File: src/rtl/hazard_scoreboard_unit_pkg.sv
// Shared constants and helpers for the hazard/forwarding unit and its scoreboard.
// Optional HAZ_PERF_CNT_EN build adds stall-cause performance counters.
package haz_pkg;

    localparam int DEF_NUM_SRC = 4;
    localparam int DEF_NUM_WP  = 2;
    localparam int DEF_AW      = 4;
    localparam int DEF_MC_LAT  = 4;
    localparam int DEF_PC_REG  = 15;

    // Forward-select encoding: 0 = register file, FWD_M + k = M port k, FWD_W + k = W port k
    localparam int FWD_RF = 0;
    localparam int FWD_M  = 1;
    localparam int FWD_W  = FWD_M + DEF_NUM_WP;

    typedef struct packed {
        logic ldr;
        logic sb;
        logic str;
    } haz_cause_t;

    function automatic int fw_width(input int num_wp);
        return $clog2(2 * num_wp + 1);
    endfunction

    function automatic int fwd_w_base(input int num_wp);
        return FWD_M + num_wp;
    endfunction

    function automatic logic [15:0] sat_inc16(input logic [15:0] val, input logic en);
        logic [15:0] res;
        res = val;
        if (en && (val != 16'hFFFF)) begin
            res = val + 16'd1;
        end else begin
            res = val;
        end
        return res;
    endfunction

endpackage

File: src/rtl/hazard_scoreboard_unit_if.sv
// Pipeline-side signal bundle of the hazard unit; master = pipeline, slave = hazard unit.
// HAZ_PERF_CNT_EN adds the three stall counter outputs.
interface hazard_scoreboard_unit_if
    import haz_pkg::*;
#(
    parameter int NUM_SRC = DEF_NUM_SRC,
    parameter int NUM_WP  = DEF_NUM_WP,
    parameter int AW      = DEF_AW
);
    localparam int FW = fw_width(NUM_WP);

    logic [NUM_SRC*AW-1:0] RAD;
    logic [NUM_SRC-1:0]    SrcValidD;
    logic                  MultiD;
    logic [NUM_SRC*AW-1:0] RAE;
    logic [NUM_SRC-1:0]    SrcValidE;
    logic [NUM_WP*AW-1:0]  WAE, WAM, WAW;
    logic [NUM_WP-1:0]     RegWriteE, RegWriteM, RegWriteW;
    logic [NUM_WP-1:0]     MemToRegE;
    logic                  MultiStartE;
    logic [AW-1:0]         MultiWAE;
    logic                  PCSrcD, PCSrcE, PCSrcM, PCSrcW;
    logic                  BranchTakenE;
    logic [NUM_SRC*FW-1:0] ForwardE;
    logic                  StallF, StallD, FlushD, FlushE;
    logic                  MultiBusy;
`ifdef HAZ_PERF_CNT_EN
    logic [15:0]           ldr_stall_cnt, sb_stall_cnt, str_stall_cnt;
`endif

    modport master (
`ifdef HAZ_PERF_CNT_EN
        input  ldr_stall_cnt, sb_stall_cnt, str_stall_cnt,
`endif
        output RAD, SrcValidD, MultiD, RAE, SrcValidE, WAE, WAM, WAW,
        output RegWriteE, RegWriteM, RegWriteW, MemToRegE, MultiStartE, MultiWAE,
        output PCSrcD, PCSrcE, PCSrcM, PCSrcW, BranchTakenE,
        input  ForwardE, StallF, StallD, FlushD, FlushE, MultiBusy
    );

    modport slave (
`ifdef HAZ_PERF_CNT_EN
        output ldr_stall_cnt, sb_stall_cnt, str_stall_cnt,
`endif
        input  RAD, SrcValidD, MultiD, RAE, SrcValidE, WAE, WAM, WAW,
        input  RegWriteE, RegWriteM, RegWriteW, MemToRegE, MultiStartE, MultiWAE,
        input  PCSrcD, PCSrcE, PCSrcM, PCSrcW, BranchTakenE,
        output ForwardE, StallF, StallD, FlushD, FlushE, MultiBusy
    );

endinterface

File: src/rtl/hazard_scoreboard_unit_sb_entry.sv
// One scoreboard slot: pending bit plus latency countdown for a single architectural register.
module hazard_sb_entry
    import haz_pkg::*;
#(
    parameter int MC_LAT = DEF_MC_LAT
) (
    input  logic clk,
    input  logic reset,
    input  logic issue,
    output logic pending
);
    localparam logic [3:0] LAT = 4'(MC_LAT);

    logic       pending_d, pending_q;
    logic [3:0] cnt_d, cnt_q;

    // Next state: issue reloads the counter; pending drops as the count reaches 1 (result in W)
    always_comb begin
        pending_d = pending_q;
        cnt_d     = cnt_q;
        if (issue) begin
            pending_d = 1'b1;
            cnt_d     = LAT;
        end else if (cnt_q != 4'd0) begin
            cnt_d     = cnt_q - 4'd1;
            pending_d = pending_q & (cnt_q != 4'd2);
        end else begin
            pending_d = 1'b0;
            cnt_d     = 4'd0;
        end
    end

    // Slot state register
    always_ff @(posedge clk) begin
        if (reset) begin
            pending_q <= 1'b0;
            cnt_q     <= 4'd0;
        end else begin
            pending_q <= pending_d;
            cnt_q     <= cnt_d;
        end
    end

    assign pending = pending_q;

endmodule

File: src/rtl/hazard_scoreboard_unit.sv
// Hazard/forwarding unit with a multi-cycle execute scoreboard for the 5-stage pipeline.
// Define HAZ_PERF_CNT_EN to add saturating per-cause stall cycle counters.
module hazard_scoreboard_unit
    import haz_pkg::*;
#(
    parameter int NUM_SRC = DEF_NUM_SRC,
    parameter int NUM_WP  = DEF_NUM_WP,
    parameter int AW      = DEF_AW,
    parameter int MC_LAT  = DEF_MC_LAT,
    parameter int PC_REG  = DEF_PC_REG
) (
    input  logic                     clk,
    input  logic                     reset,
    hazard_scoreboard_unit_if.slave  hz
);
    localparam int            FW   = fw_width(NUM_WP);
    localparam int            NREG = 2 ** AW;
    localparam logic [AW-1:0] PC_A = AW'(PC_REG);

    logic [NREG-1:0]       issue_s, pending_s;
    logic [NUM_SRC*FW-1:0] fwd_s;
    logic                  busy_s, pc_wr_pending_s, h_s;
    haz_cause_t            cause_s;

    for (genvar r = 0; r < NREG; r++) begin : g_sb
        assign issue_s[r] = hz.MultiStartE & (hz.MultiWAE == AW'(r)) & (AW'(r) != PC_A);
        hazard_sb_entry #(.MC_LAT(MC_LAT)) u_entry (
            .clk     (clk),
            .reset   (reset),
            .issue   (issue_s[r]),
            .pending (pending_s[r])
        );
    end

    assign busy_s = |pending_s;

    // Forward select per E operand: first hit in order M0..Mn, then W0..Wn
    always_comb begin
        logic          hit;
        logic [AW-1:0] rae;
        fwd_s = '0;
        hit   = 1'b0;
        rae   = '0;
        for (int i = 0; i < NUM_SRC; i++) begin
            rae = hz.RAE[i*AW +: AW];
            hit = 1'b0;
            for (int k = 0; k < NUM_WP; k++) begin
                if (!hit && hz.SrcValidE[i] && hz.RegWriteM[k] &&
                    (hz.WAM[k*AW +: AW] == rae) && (rae != PC_A)) begin
                    fwd_s[i*FW +: FW] = FW'(FWD_M + k);
                    hit = 1'b1;
                end else begin
                    hit = hit;
                end
            end
            for (int k = 0; k < NUM_WP; k++) begin
                if (!hit && hz.SrcValidE[i] && hz.RegWriteW[k] &&
                    (hz.WAW[k*AW +: AW] == rae) && (rae != PC_A)) begin
                    fwd_s[i*FW +: FW] = FW'(fwd_w_base(NUM_WP) + k);
                    hit = 1'b1;
                end else begin
                    hit = hit;
                end
            end
        end
    end

    // Decode-side stall causes: load-use, scoreboard pending, structural multi-cycle
    always_comb begin
        logic [AW-1:0] rad;
        cause_s     = '0;
        rad         = '0;
        cause_s.str = hz.MultiD & busy_s;
        for (int i = 0; i < NUM_SRC; i++) begin
            rad = hz.RAD[i*AW +: AW];
            if (hz.SrcValidD[i] && (rad != PC_A)) begin
                cause_s.sb = cause_s.sb | pending_s[rad];
                for (int k = 0; k < NUM_WP; k++) begin
                    cause_s.ldr = cause_s.ldr | (hz.RegWriteE[k] & hz.MemToRegE[k] &
                                                 (hz.WAE[k*AW +: AW] == rad));
                end
            end else begin
                cause_s = cause_s;
            end
        end
    end

    assign pc_wr_pending_s = hz.PCSrcD | hz.PCSrcE | hz.PCSrcM;
    assign h_s             = cause_s.ldr | cause_s.sb | cause_s.str;

    // Output stage; everything is held at zero while reset is high
    always_comb begin
        if (reset) begin
            hz.ForwardE  = '0;
            hz.StallF    = 1'b0;
            hz.StallD    = 1'b0;
            hz.FlushD    = 1'b0;
            hz.FlushE    = 1'b0;
            hz.MultiBusy = 1'b0;
        end else begin
            hz.ForwardE  = fwd_s;
            hz.StallF    = h_s | pc_wr_pending_s;
            hz.StallD    = h_s;
            hz.FlushD    = pc_wr_pending_s | hz.PCSrcW | hz.BranchTakenE;
            hz.FlushE    = h_s | hz.BranchTakenE;
            hz.MultiBusy = busy_s;
        end
    end

`ifdef HAZ_PERF_CNT_EN
    logic [15:0] ldr_cnt_d, ldr_cnt_q, sb_cnt_d, sb_cnt_q, str_cnt_d, str_cnt_q;

    // Saturating cycle counts per stall cause
    always_comb begin
        ldr_cnt_d = sat_inc16(ldr_cnt_q, cause_s.ldr);
        sb_cnt_d  = sat_inc16(sb_cnt_q, cause_s.sb);
        str_cnt_d = sat_inc16(str_cnt_q, cause_s.str);
    end

    // Counter registers
    always_ff @(posedge clk) begin
        if (reset) begin
            ldr_cnt_q <= 16'd0;
            sb_cnt_q  <= 16'd0;
            str_cnt_q <= 16'd0;
        end else begin
            ldr_cnt_q <= ldr_cnt_d;
            sb_cnt_q  <= sb_cnt_d;
            str_cnt_q <= str_cnt_d;
        end
    end

    assign hz.ldr_stall_cnt = ldr_cnt_q;
    assign hz.sb_stall_cnt  = sb_cnt_q;
    assign hz.str_stall_cnt = str_cnt_q;
`endif

endmodule

File: src/flat_wrapper.sv
// flat-port wrapper written by rule: the top's interface ports become plain ports
module hazard_scoreboard_unit_flat import haz_pkg::*;
#(
    parameter int NUM_SRC = DEF_NUM_SRC,
    parameter int NUM_WP  = DEF_NUM_WP,
    parameter int AW      = DEF_AW,
    parameter int MC_LAT  = DEF_MC_LAT,
    parameter int PC_REG  = DEF_PC_REG
)
  (clk, reset, hz_RAD, hz_SrcValidD, hz_MultiD, hz_RAE, hz_SrcValidE, hz_WAE, hz_WAM, hz_WAW, hz_RegWriteE, hz_RegWriteM, hz_RegWriteW, hz_MemToRegE, hz_MultiStartE, hz_MultiWAE, hz_PCSrcD, hz_PCSrcE, hz_PCSrcM, hz_PCSrcW, hz_BranchTakenE, hz_ForwardE, hz_StallF, hz_StallD, hz_FlushD, hz_FlushE, hz_MultiBusy);
  hazard_scoreboard_unit_if #(.NUM_SRC(NUM_SRC), .NUM_WP(NUM_WP), .AW(AW)) hz_i ();
  input  logic clk;
  input  logic reset;
  input wire logic [$bits(hz_i.RAD)-1:0] hz_RAD;
  input wire logic [$bits(hz_i.SrcValidD)-1:0] hz_SrcValidD;
  input wire logic [$bits(hz_i.MultiD)-1:0] hz_MultiD;
  input wire logic [$bits(hz_i.RAE)-1:0] hz_RAE;
  input wire logic [$bits(hz_i.SrcValidE)-1:0] hz_SrcValidE;
  input wire logic [$bits(hz_i.WAE)-1:0] hz_WAE;
  input wire logic [$bits(hz_i.WAM)-1:0] hz_WAM;
  input wire logic [$bits(hz_i.WAW)-1:0] hz_WAW;
  input wire logic [$bits(hz_i.RegWriteE)-1:0] hz_RegWriteE;
  input wire logic [$bits(hz_i.RegWriteM)-1:0] hz_RegWriteM;
  input wire logic [$bits(hz_i.RegWriteW)-1:0] hz_RegWriteW;
  input wire logic [$bits(hz_i.MemToRegE)-1:0] hz_MemToRegE;
  input wire logic [$bits(hz_i.MultiStartE)-1:0] hz_MultiStartE;
  input wire logic [$bits(hz_i.MultiWAE)-1:0] hz_MultiWAE;
  input wire logic [$bits(hz_i.PCSrcD)-1:0] hz_PCSrcD;
  input wire logic [$bits(hz_i.PCSrcE)-1:0] hz_PCSrcE;
  input wire logic [$bits(hz_i.PCSrcM)-1:0] hz_PCSrcM;
  input wire logic [$bits(hz_i.PCSrcW)-1:0] hz_PCSrcW;
  input wire logic [$bits(hz_i.BranchTakenE)-1:0] hz_BranchTakenE;
  output wire logic [$bits(hz_i.ForwardE)-1:0] hz_ForwardE;
  output wire logic [$bits(hz_i.StallF)-1:0] hz_StallF;
  output wire logic [$bits(hz_i.StallD)-1:0] hz_StallD;
  output wire logic [$bits(hz_i.FlushD)-1:0] hz_FlushD;
  output wire logic [$bits(hz_i.FlushE)-1:0] hz_FlushE;
  output wire logic [$bits(hz_i.MultiBusy)-1:0] hz_MultiBusy;
  assign hz_i.RAD = hz_RAD;
  assign hz_i.SrcValidD = hz_SrcValidD;
  assign hz_i.MultiD = hz_MultiD;
  assign hz_i.RAE = hz_RAE;
  assign hz_i.SrcValidE = hz_SrcValidE;
  assign hz_i.WAE = hz_WAE;
  assign hz_i.WAM = hz_WAM;
  assign hz_i.WAW = hz_WAW;
  assign hz_i.RegWriteE = hz_RegWriteE;
  assign hz_i.RegWriteM = hz_RegWriteM;
  assign hz_i.RegWriteW = hz_RegWriteW;
  assign hz_i.MemToRegE = hz_MemToRegE;
  assign hz_i.MultiStartE = hz_MultiStartE;
  assign hz_i.MultiWAE = hz_MultiWAE;
  assign hz_i.PCSrcD = hz_PCSrcD;
  assign hz_i.PCSrcE = hz_PCSrcE;
  assign hz_i.PCSrcM = hz_PCSrcM;
  assign hz_i.PCSrcW = hz_PCSrcW;
  assign hz_i.BranchTakenE = hz_BranchTakenE;
  assign hz_ForwardE = hz_i.ForwardE;
  assign hz_StallF = hz_i.StallF;
  assign hz_StallD = hz_i.StallD;
  assign hz_FlushD = hz_i.FlushD;
  assign hz_FlushE = hz_i.FlushE;
  assign hz_MultiBusy = hz_i.MultiBusy;
  hazard_scoreboard_unit #(.NUM_SRC(NUM_SRC), .NUM_WP(NUM_WP), .AW(AW), .MC_LAT(MC_LAT), .PC_REG(PC_REG)) u_core (.clk(clk), .reset(reset), .hz(hz_i));
endmodule
File: config.mk
export PLATFORM = sky130hd
export DESIGN_NAME = hazard_scoreboard_unit_flat
export DESIGN_NICKNAME = d
export VERILOG_FILES = /design/src/rtl/hazard_scoreboard_unit_pkg.sv /design/src/rtl/hazard_scoreboard_unit_if.sv /design/src/rtl/hazard_scoreboard_unit_sb_entry.sv /design/src/rtl/hazard_scoreboard_unit.sv /design/src/flat_wrapper.sv
export SDC_FILE = /design/constraint.sdc
export NUM_CORES = 1
export LEC_CHECK = 0
export ABC_AREA = 1
export CORE_MARGIN = 5
export CORE_UTILIZATION = 45
export DETAILED_ROUTE_END_ITERATION = 16
export PLACE_DENSITY = 0.69
export SYNTH_ARGS = -nofsm -noshare
export SYNTH_HDL_FRONTEND = slang
export SYNTH_SLANG_ARGS = --single-unit
File: constraint.sdc
create_clock -name clk -period 3.72 [get_ports clk]
set_clock_uncertainty 0.05 [all_clocks]
set_input_delay 0.93 -clock clk [delete_from_list [all_inputs] [get_ports clk]]
set_output_delay 0.93 -clock clk [all_outputs]
set_load 0.03 [all_outputs]
==> metrics.md, run 1 <==
| Metric | Value |
|---|---|
| Flops & latches, synth | `80` |
| R2r setup slk | `2.50 ns` |
| Hold path cells | `1` |
| Antenna Nets Post-Route | `0` |
| P_leak | `3.700 nW` |
| DPL Wire Length | `13480 um` |
| Syn Nets | `1076` |
| Hold Crit Class | `flop to flop` |
| Die Span Y | `125.4 um` |
| RSZ-0062 raised after global routing | `yes` |
| Worst VDD drop | `0.2541 mV` |
| Hold Violations, Final | `0` |
| Crit path buffers/inverters | `5` |
| Switching pwr | `1.501 mW` |
| Area Overhead vs Synth | `26.65%` |
| H-Tree Depth | `3` |
| PwrDens | `506.8 nW/um^2` |
| Sequential Power Share | `34.4%` |
| Setup TNS | `0 ns` |
| Post-synth EDFFs | `0` |
| Top_reg_cell synth | `dfxtp_1` |
| CP Cell Sequence | `clkdlybuf4s50_1 > inv_2 > buf_4 > o22ai_1 > nor2_1 > nand2_1 > nor2_1 > inv_1 > a211oi_2 > buf_4` |
| Clock tree from TritonCTS | `built` |
| Final WS setup | `0.04076 ns` |
| Reg2reg start | `u_core.g_sb[10].u_entry.cnt_q[0]` |
| CTS sink cnt | `80` |
| Sw frac | `39.00%` |
| First-pass GRT wire length | `28300 um` |
| Post-synthesis cell type count | `41` |
| R2R depth | `4` |
| DP Area | `7233 um^2` |
| WS Path Type | `input port to output pin` |
| Fraction of registers with async set/reset | `0%` |
| Core area | `13140 um^2` |
| Synthesized instance count | `958` |
| Clock power frac | `22.1%` |
| WHS Endpoint | `u_core.g_sb[12].u_entry.cnt_q[0]` |
| Post-synthesis sequential area ratio | `26.72%` |
| Post-route cell area | `7592 um^2` |
| Vias in the first global route | `6119` |
| Pre-Repair DR Iteration Count | `5` |
| Top post-synthesis cells by area | `dfxtp_1 (27%), nand2_1 (12%), nand3_1 (11%)` |
| Final Cycle Share | `98.90%` |
| I/O pins | `102` |
| Post-synth top area share | `26.72%` |
| Clk root buf | `clkbuf_16` |
| # port buffers | `101` |
| CP peak stage delay | `0.51 ns` |
| Crit. End Element | `output pin` |
| Fin nets | `1189` |
| Syn Area/Cell | `6.257 um^2` |
| CP arrival | `2.70 ns` |
| First-iteration detailed-routing DRC count | `449` |
| Die Width | `125.4 um` |
| Synth warnings | `0` |
| Antenna cell count | `0` |
| Clk_lat worst skew | `0.33 ns` |
| Critical Path RT | `2.74 ns` |
| Slew HR | `64.81%` |
| Internal power | `2.347 mW` |
| Std-Cell Rows | `42` |
| Crit Path Max Fanout | `4` |
| Total power | `3.847 mW` |
| Initial core utilization | `45.63%` |
| DP Worst Slack | `0.03524 ns` |
| Cell with the biggest individual delay on the critical path | `clkdlybuf4s50_1` |
| Final wirelength | `16990 um` |
| Vias post-DR | `6511` |
| Final setup vio count | `0` |
| CTS Buf Count | `9` |
| Worst Hold Slack | `0.3596 ns` |
| Avg WL per Cell | `13.57 um` |
| Share of cells above drive strength 1 | `7.435%` |
| Total GRT Usage | `21.17%` |
| Hold path start | `u_core.g_sb[12].u_entry.cnt_q[0]` |
| # DRC | `0` |
| Status | `completed` |
| GP Congestion | `0.9980` |
| Post-synth top area cell | `dfxtp_1` |
| Startpoint class of the critical path | `input port` |
| Vias/cell | `5.200` |
| Max Cap Violations | `0` |
| Antenna violations before repair | `0` |
| Fin crit period | `3.679 ns` |
| Delay-heaviest family, CP | `buffers and inverters` |
| Remaining Overflow, GRT | `0` |
| Syn Std Cell Area | `5994 um^2` |
| Final slew viol count | `0` |
| Pin count of the biggest net entering global routing | `35` |
| Clk buf depth | `2` |
| Clk slew on worst S/H paths | `0.06 ns` |
| Worst r2r dst | `u_core.g_sb[10].u_entry.cnt_q[2]` |
| Slew @ Worst Pin | `0.5239 ns` |
| Die area | `15730 um^2` |
| Max Freq | `271.8 MHz` |
| Power share of the combinational group | `43.6%` |
==> power groups by stage <==
| stage | Clock [mW] | Combinational, mW | Sequential (mW) |
|---|---|---|---|
| after global placement | 0 | 1.64 | 1.33 |
| after global routing | 0.908 | 1.94 | 1.36 |
| after floorplan | 0 | 1.29 | 1.31 |
| after detailed placement | 0 | 1.67 | 1.34 |
| final | 0.849 | 1.68 | 1.32 |
| after CTS | 0.868 | 1.68 | 1.32 |
==> placed cells by master, fill, tap and decap left out, drive strengths merged <==
master	n
o211ai	9
a211oi	6
a221oi	3
ha	33
or3	1
nand2	196
o21ai	29
dlymetal6s2s	13
xnor2	11
nor3	9
a31oi	12
clkinvlp	2
clkinv	3
nand3	135
o31ai	1
o22ai	24
o21a	5
inv	158
dfxtp	80
or2	10
nor4	2
a21oi	58
buf	42
a311oi	1
nor2	114
o2111ai	1
o221ai	2
xor2	20
and3	1
nand4	11
clkdlybuf4s50	72
clkbuf	10
o21bai	2
==> metal layers <==
metal  routed length (um)  up-vias  global-route usage (%)
li1                     -     3350                       -
met1                 7597     2913                   26.78
met2                 8090      223                   37.17
met3                 1034       25                   3.497
met4                  270        0                   5.995
met5                    0        -                       0
==> synth_stat cells (all sizes together) (9+ instances only) <==
cell    instances
a21oi          58
a31oi          12
buf            20
dfxtp          80
ha             33
inv           155
nand2         196
nand3         135
nand4          11
nor2          114
nor3            9
o211ai          9
o21ai          29
o22ai          24
or2            10
xnor2          11
xor2           20
==> cell type report <==
class / instances / area (um^2)
Clock buffer: 10 / 239.0
Clock inverter: 6 / 50.05
Fill cell: 1279 / 5545
Inverter: 157 / 600.6
Multi-Input combinational cell: 696 / 3660
Sequential cell: 80 / 1602
Tap cell: 176 / 220.2
Timing Repair Buffer: 127 / 1221
==> repair_timing <==
item	CTS	global route
hold buffers	0	0
endpoints found under the setup margin	0	7
buffers inserted	0	1
gates resized for setup	0	22
==> flip-flops by register name (all words and copies together), names as in the netlist <==
| signal | flops |
|---|---|
| u_core.g_sb.u_entry.pending | 16 |
| u_core.g_sb.u_entry.cnt_q | 64 |
==> cell families after synthesis <==
logic type,count (synthesis),synth area share (%)
buf+inv,182,12.63
fa+ha+maj,33,6.888
flops,80,26.72
compound gates,153,14.99
simple gates,479,34.25
xor+xnor,31,4.529
==> through the flow <==
stage,instances,utilization (%)
6_report,1252,57.79
5_1_grt,1252,57.79
4_1_cts,1251,57.26
3_5_place_dp,1235,55.06
3_3_place_gp,1235,55.06
2_1_floorplan,958,-
==> worst max path at each step <==
stage                    from         endpoint  slack, ns  cells past startpoint
finish              hz_WAW[3]  hz_ForwardE[10]       0.04                     10
global route        hz_WAM[7]   hz_ForwardE[6]     -0.009                      9
CTS                 hz_WAE[1]        hz_FlushE       0.03                     13
detailed placement  hz_WAE[1]        hz_FlushE       0.04                     13
global placement    hz_WAW[3]  hz_ForwardE[10]       0.08                      9
floorplan           hz_RAE[4]   hz_ForwardE[4]       0.41                      5
No activity file was read; power rests on OpenSTA's default activity.
==> run 2, diff against run 1 <==
--- a/config.mk
+++ b/config.mk
@@ -6,7 +6,7 @@
 export NUM_CORES = 1
 export LEC_CHECK = 0
 export ABC_AREA = 1
-export CORE_MARGIN = 5
+export CORE_MARGIN = 2
 export CORE_UTILIZATION = 45
 export DETAILED_ROUTE_END_ITERATION = 16
 export PLACE_DENSITY = 0.69
==> run 2 against run 1 <==
Net effect:
- flip-flop and latch count unchanged
- critical path depth decreased by 2
- first-iteration DRC count decreased by 18%
- sequential share of layout area decreased by 0.090 points
- global-route usage increased by 2.3 points
- clock power decreased by 2%
- combinational power about the same
- maximum frequency increased by 0.62%
- die area decreased by 9.3%
- hold slack got worse by 0.0018 ns
- critical path type unchanged
- largest power group unchanged
==> metrics.md, run 2 (same netlist as run 1, synthesis figures left out) <==
| Metric | Value |
|---|---|
| Status | `completed` |
| Final Cycle Share | `98.30% (-0.60 points)` |
| GP Congestion | `1.015 (+1.7%)` |
| Final slew viol count | `0 (unchanged)` |
| Fin crit period | `3.657 ns (-0.02250 ns)` |
| Vias/cell | `5.217 (+0.31%)` |
| Multi-input combinational cell area | `3655 um^2 (-0.14%)` |
| I/O pins | `102 (unchanged)` |
| Clk slew on worst S/H paths | `0.06 ns (about the same)` |
| Final wirelength | `16490 um (-2.9%)` |
| Critical Path RT | `2.74 ns (about the same)` |
| Crit-path most repeated cell | `nand3_1` |
| Power share of the combinational group | `43.9% (+0.3 points)` |
| Biggest register | `u_core.g_sb.u_entry.cnt_q` |
| Postcts setup bufs | `0 (unchanged)` |
| H-Tree Depth | `3 (unchanged)` |
| Antenna Nets Post-Route | `0 (unchanged)` |
| CTS sink cnt | `80 (unchanged)` |
| Hold Violations, Final | `0 (unchanged)` |
| CTS Hold Bufs | `0 (unchanged)` |
| Crit. End Element | `output pin` |
| Fin nets | `1193 (+0.34%)` |
| R2r setup slk | `2.50 ns (about the same)` |
| Hold path cells | `1 (unchanged)` |
| # port buffers | `101 (unchanged)` |
| Worst Hold Slack | `0.3579 ns (-0.001769 ns)` |
| Die area | `14260 um^2 (-9.3%)` |
| CP peak stage delay | `0.59 ns (+0.08 ns)` |
| Initial core utilization | `45.63% (unchanged)` |
| CP Cell Sequence | `clkdlybuf4s50_1 > inv_1 > o22ai_1 > a21oi_1 > nand3_1 > nand3_1 > nor3_1 > buf_4` |
| Setup crit start | `hz_WAM[5]` |
| Slew HR | `62.82% (-2.0 points)` |
| Total power | `3.837 mW (-0.26%)` |
| Area Overhead vs Synth | `27.20%` |
| Hold Crit Class | `flop to flop` |
| Register area | `1602 um^2 (unchanged)` |
| Vias post-DR | `6552 (+0.63%)` |
| Setup TNS | `0 ns (unchanged)` |
| Max Freq | `273.5 MHz (+0.62%)` |
| CTS resizes | `0 (unchanged)` |
| Final Non-Filler Cells | `1256 (+0.32%)` |
| Hold path start | `u_core.g_sb[7].u_entry.cnt_q[0]` |
| Sequential Power Share | `34.4% (about the same)` |
| Worst r2r dst | `u_core.g_sb[12].u_entry.cnt_q[2]` |
| Core area | `13140 um^2 (unchanged)` |
| Final setup vio count | `0 (unchanged)` |
| DPL Wire Length | `13130 um (-2.5%)` |
| WS Path Type | `input port to output pin` |
| Clock power frac | `21.7% (-0.4 points)` |
| # DRC | `0 (unchanged)` |
| First-iteration detailed-routing DRC count | `369 (-18%)` |
| Total GRT Usage | `23.44% (+2.3 points)` |
| Fill count | `1292 (+1.0%)` |
| R2R depth | `4 (unchanged)` |
| Clock tree from TritonCTS | `built` |
| Internal power | `2.345 mW (about the same)` |
| Placed cell count | `1240 (+0.40%)` |
| RSZ-0062 raised after global routing | `no` |
| Cell with the biggest individual delay on the critical path | `clkdlybuf4s50_1` |
| Max Cap Violations | `0 (unchanged)` |
| Avg WL per Cell | `13.13 um (-3.3%)` |
| Clk buf depth | `2 (unchanged)` |
| Die Span Y | `119.4 um (-4.8%)` |
| Antenna violations before repair | `0 (unchanged)` |
| CTS Buf Count | `9 (unchanged)` |
| Share of cells above drive strength 1 | `7.963% (+0.53 points)` |
| Worst VDD drop | `0.2607 mV (+2.6%)` |
| Std-Cell Rows | `42 (unchanged)` |
| Crit Path Max Fanout | `5 (+1)` |
| Pre-Repair DR Iteration Count | `5 (unchanged)` |
| Leading cell types in the layout, fill and taps excluded | `nand2_1 (196), inv_1 (146), nand3_1 (134), nor2_1 (113), dfxtp_1 (80)` |
| Number of flip-flops in the largest register | `64 (unchanged)` |
| Clk_lat worst skew | `0.33 ns (about the same)` |
| CP arrival | `2.68 ns (-0.02 ns)` |
| Clk root buf | `clkbuf_16` |
| WHS Endpoint | `u_core.g_sb[7].u_entry.cnt_q[0]` |
| PwrDens | `503.3 nW/um^2 (-0.69%)` |
| Slew @ Worst Pin | `0.5534 ns (+0.02955 ns)` |
| Vias in the first global route | `6052 (-1.1%)` |
| Commonest non-fill, non-tap cell in the layout | `nand2_1` |
| P_leak | `3.750 nW (+1.4%)` |
| Reg2reg start | `u_core.g_sb[12].u_entry.cnt_q[0]` |
| Switching pwr | `1.492 mW (-0.57%)` |
| Antenna cell count | `0 (unchanged)` |
| Startpoint class of the critical path | `input port` |
| Die Width | `119.4 um (-4.8%)` |
| First-pass GRT wire length | `27380 um (-3.2%)` |
| Pin count of the biggest net entering global routing | `36 (+2.9%)` |
| Remaining Overflow, GRT | `0 (unchanged)` |
| Sw frac | `38.88% (-0.12 points)` |
-- run 2: cell types whose count changed in the layout (fill, tap and decap cells not counted), sizes merged --
cell	before	now
inv	158	156
clkbuf	10	11
buf	42	46
dlymetal6s2s	13	17
clkdlybuf4s50	72	68
clkinvlp	2	1
clkinv	3	5
-- run 2: worst max path at each step --
stage,endpoint,slack [ns],depth (start not counted)
after global placement,hz_FlushE,0.09,13
after floorplan,hz_ForwardE[4],0.41,5
final,hz_ForwardE[11],0.06,8
after CTS,hz_StallF,0.04,13
after detailed placement,hz_StallF,0.05,13
after global routing,hz_ForwardE[11],0.002,10
-- run 2: power by group through the flow --
| stage | logic (mW) | registers, mW | clock network [mW] |
|---|---|---|---|
| after detailed placement | 1.67 | 1.34 | 0 |
| after global routing | 1.97 | 1.36 | 0.881 |
| after floorplan | 1.29 | 1.31 | 0 |
| after CTS | 1.68 | 1.32 | 0.849 |
| final | 1.68 | 1.32 | 0.833 |
| after global placement | 1.65 | 1.33 | 0 |
-- run 2: layout make-up --
class                           count  area share (%)
Timing Repair Buffer              131           16.59
Sequential cell                    80           21.00
Multi-Input combinational cell    696           47.93
Tap cell                          176           2.888
Clock inverter                      5          0.5251
Inverter                          157           7.877
Clock buffer                       11           3.183
-- run 2: layer usage --
metal / part of all wire [%] / GRT usage [%] / vias up
met2: 47 / 39.98 / 267
met5: 0 / 0 / -
met3: 6.8 / 4.071 / 45
met1: 44 / 29.10 / 2880
met4: 2.8 / 10.00 / 0
li1: - / - / 3360
-- run 2: metrics by stage --
stage               util, %  setup slack (ns)  instance area, um^2
global placement      55.34           0.08738                 7271
detailed placement    55.34           0.04758                 7271
finish                58.04           0.06326                 7625
CTS                   57.50           0.04261                 7553
global route          58.04          0.001588                 7625
floorplan                 -            0.4145                 5995
-- run 2: critical path, delay by kind of cell --
| kind | cells | cell delay [ns] |
|---|---|---|
| AOI/OAI and AO/OA | 2 | 0.24 |
| and+or+nand+nor | 3 | 0.53 |
| buffers and inverters | 3 | 0.97 |
==> run 3, diff against run 2 <==
--- a/config.mk
+++ b/config.mk
@@ -6,6 +6,7 @@
 export NUM_CORES = 1
 export LEC_CHECK = 0
 export ABC_AREA = 1
+export CAP_MARGIN = 10
 export CORE_MARGIN = 2
 export CORE_UTILIZATION = 45
 export DETAILED_ROUTE_END_ITERATION = 16
==> results of run 3 <==
Final layout, timing and power as in run 2 (identical DEF).
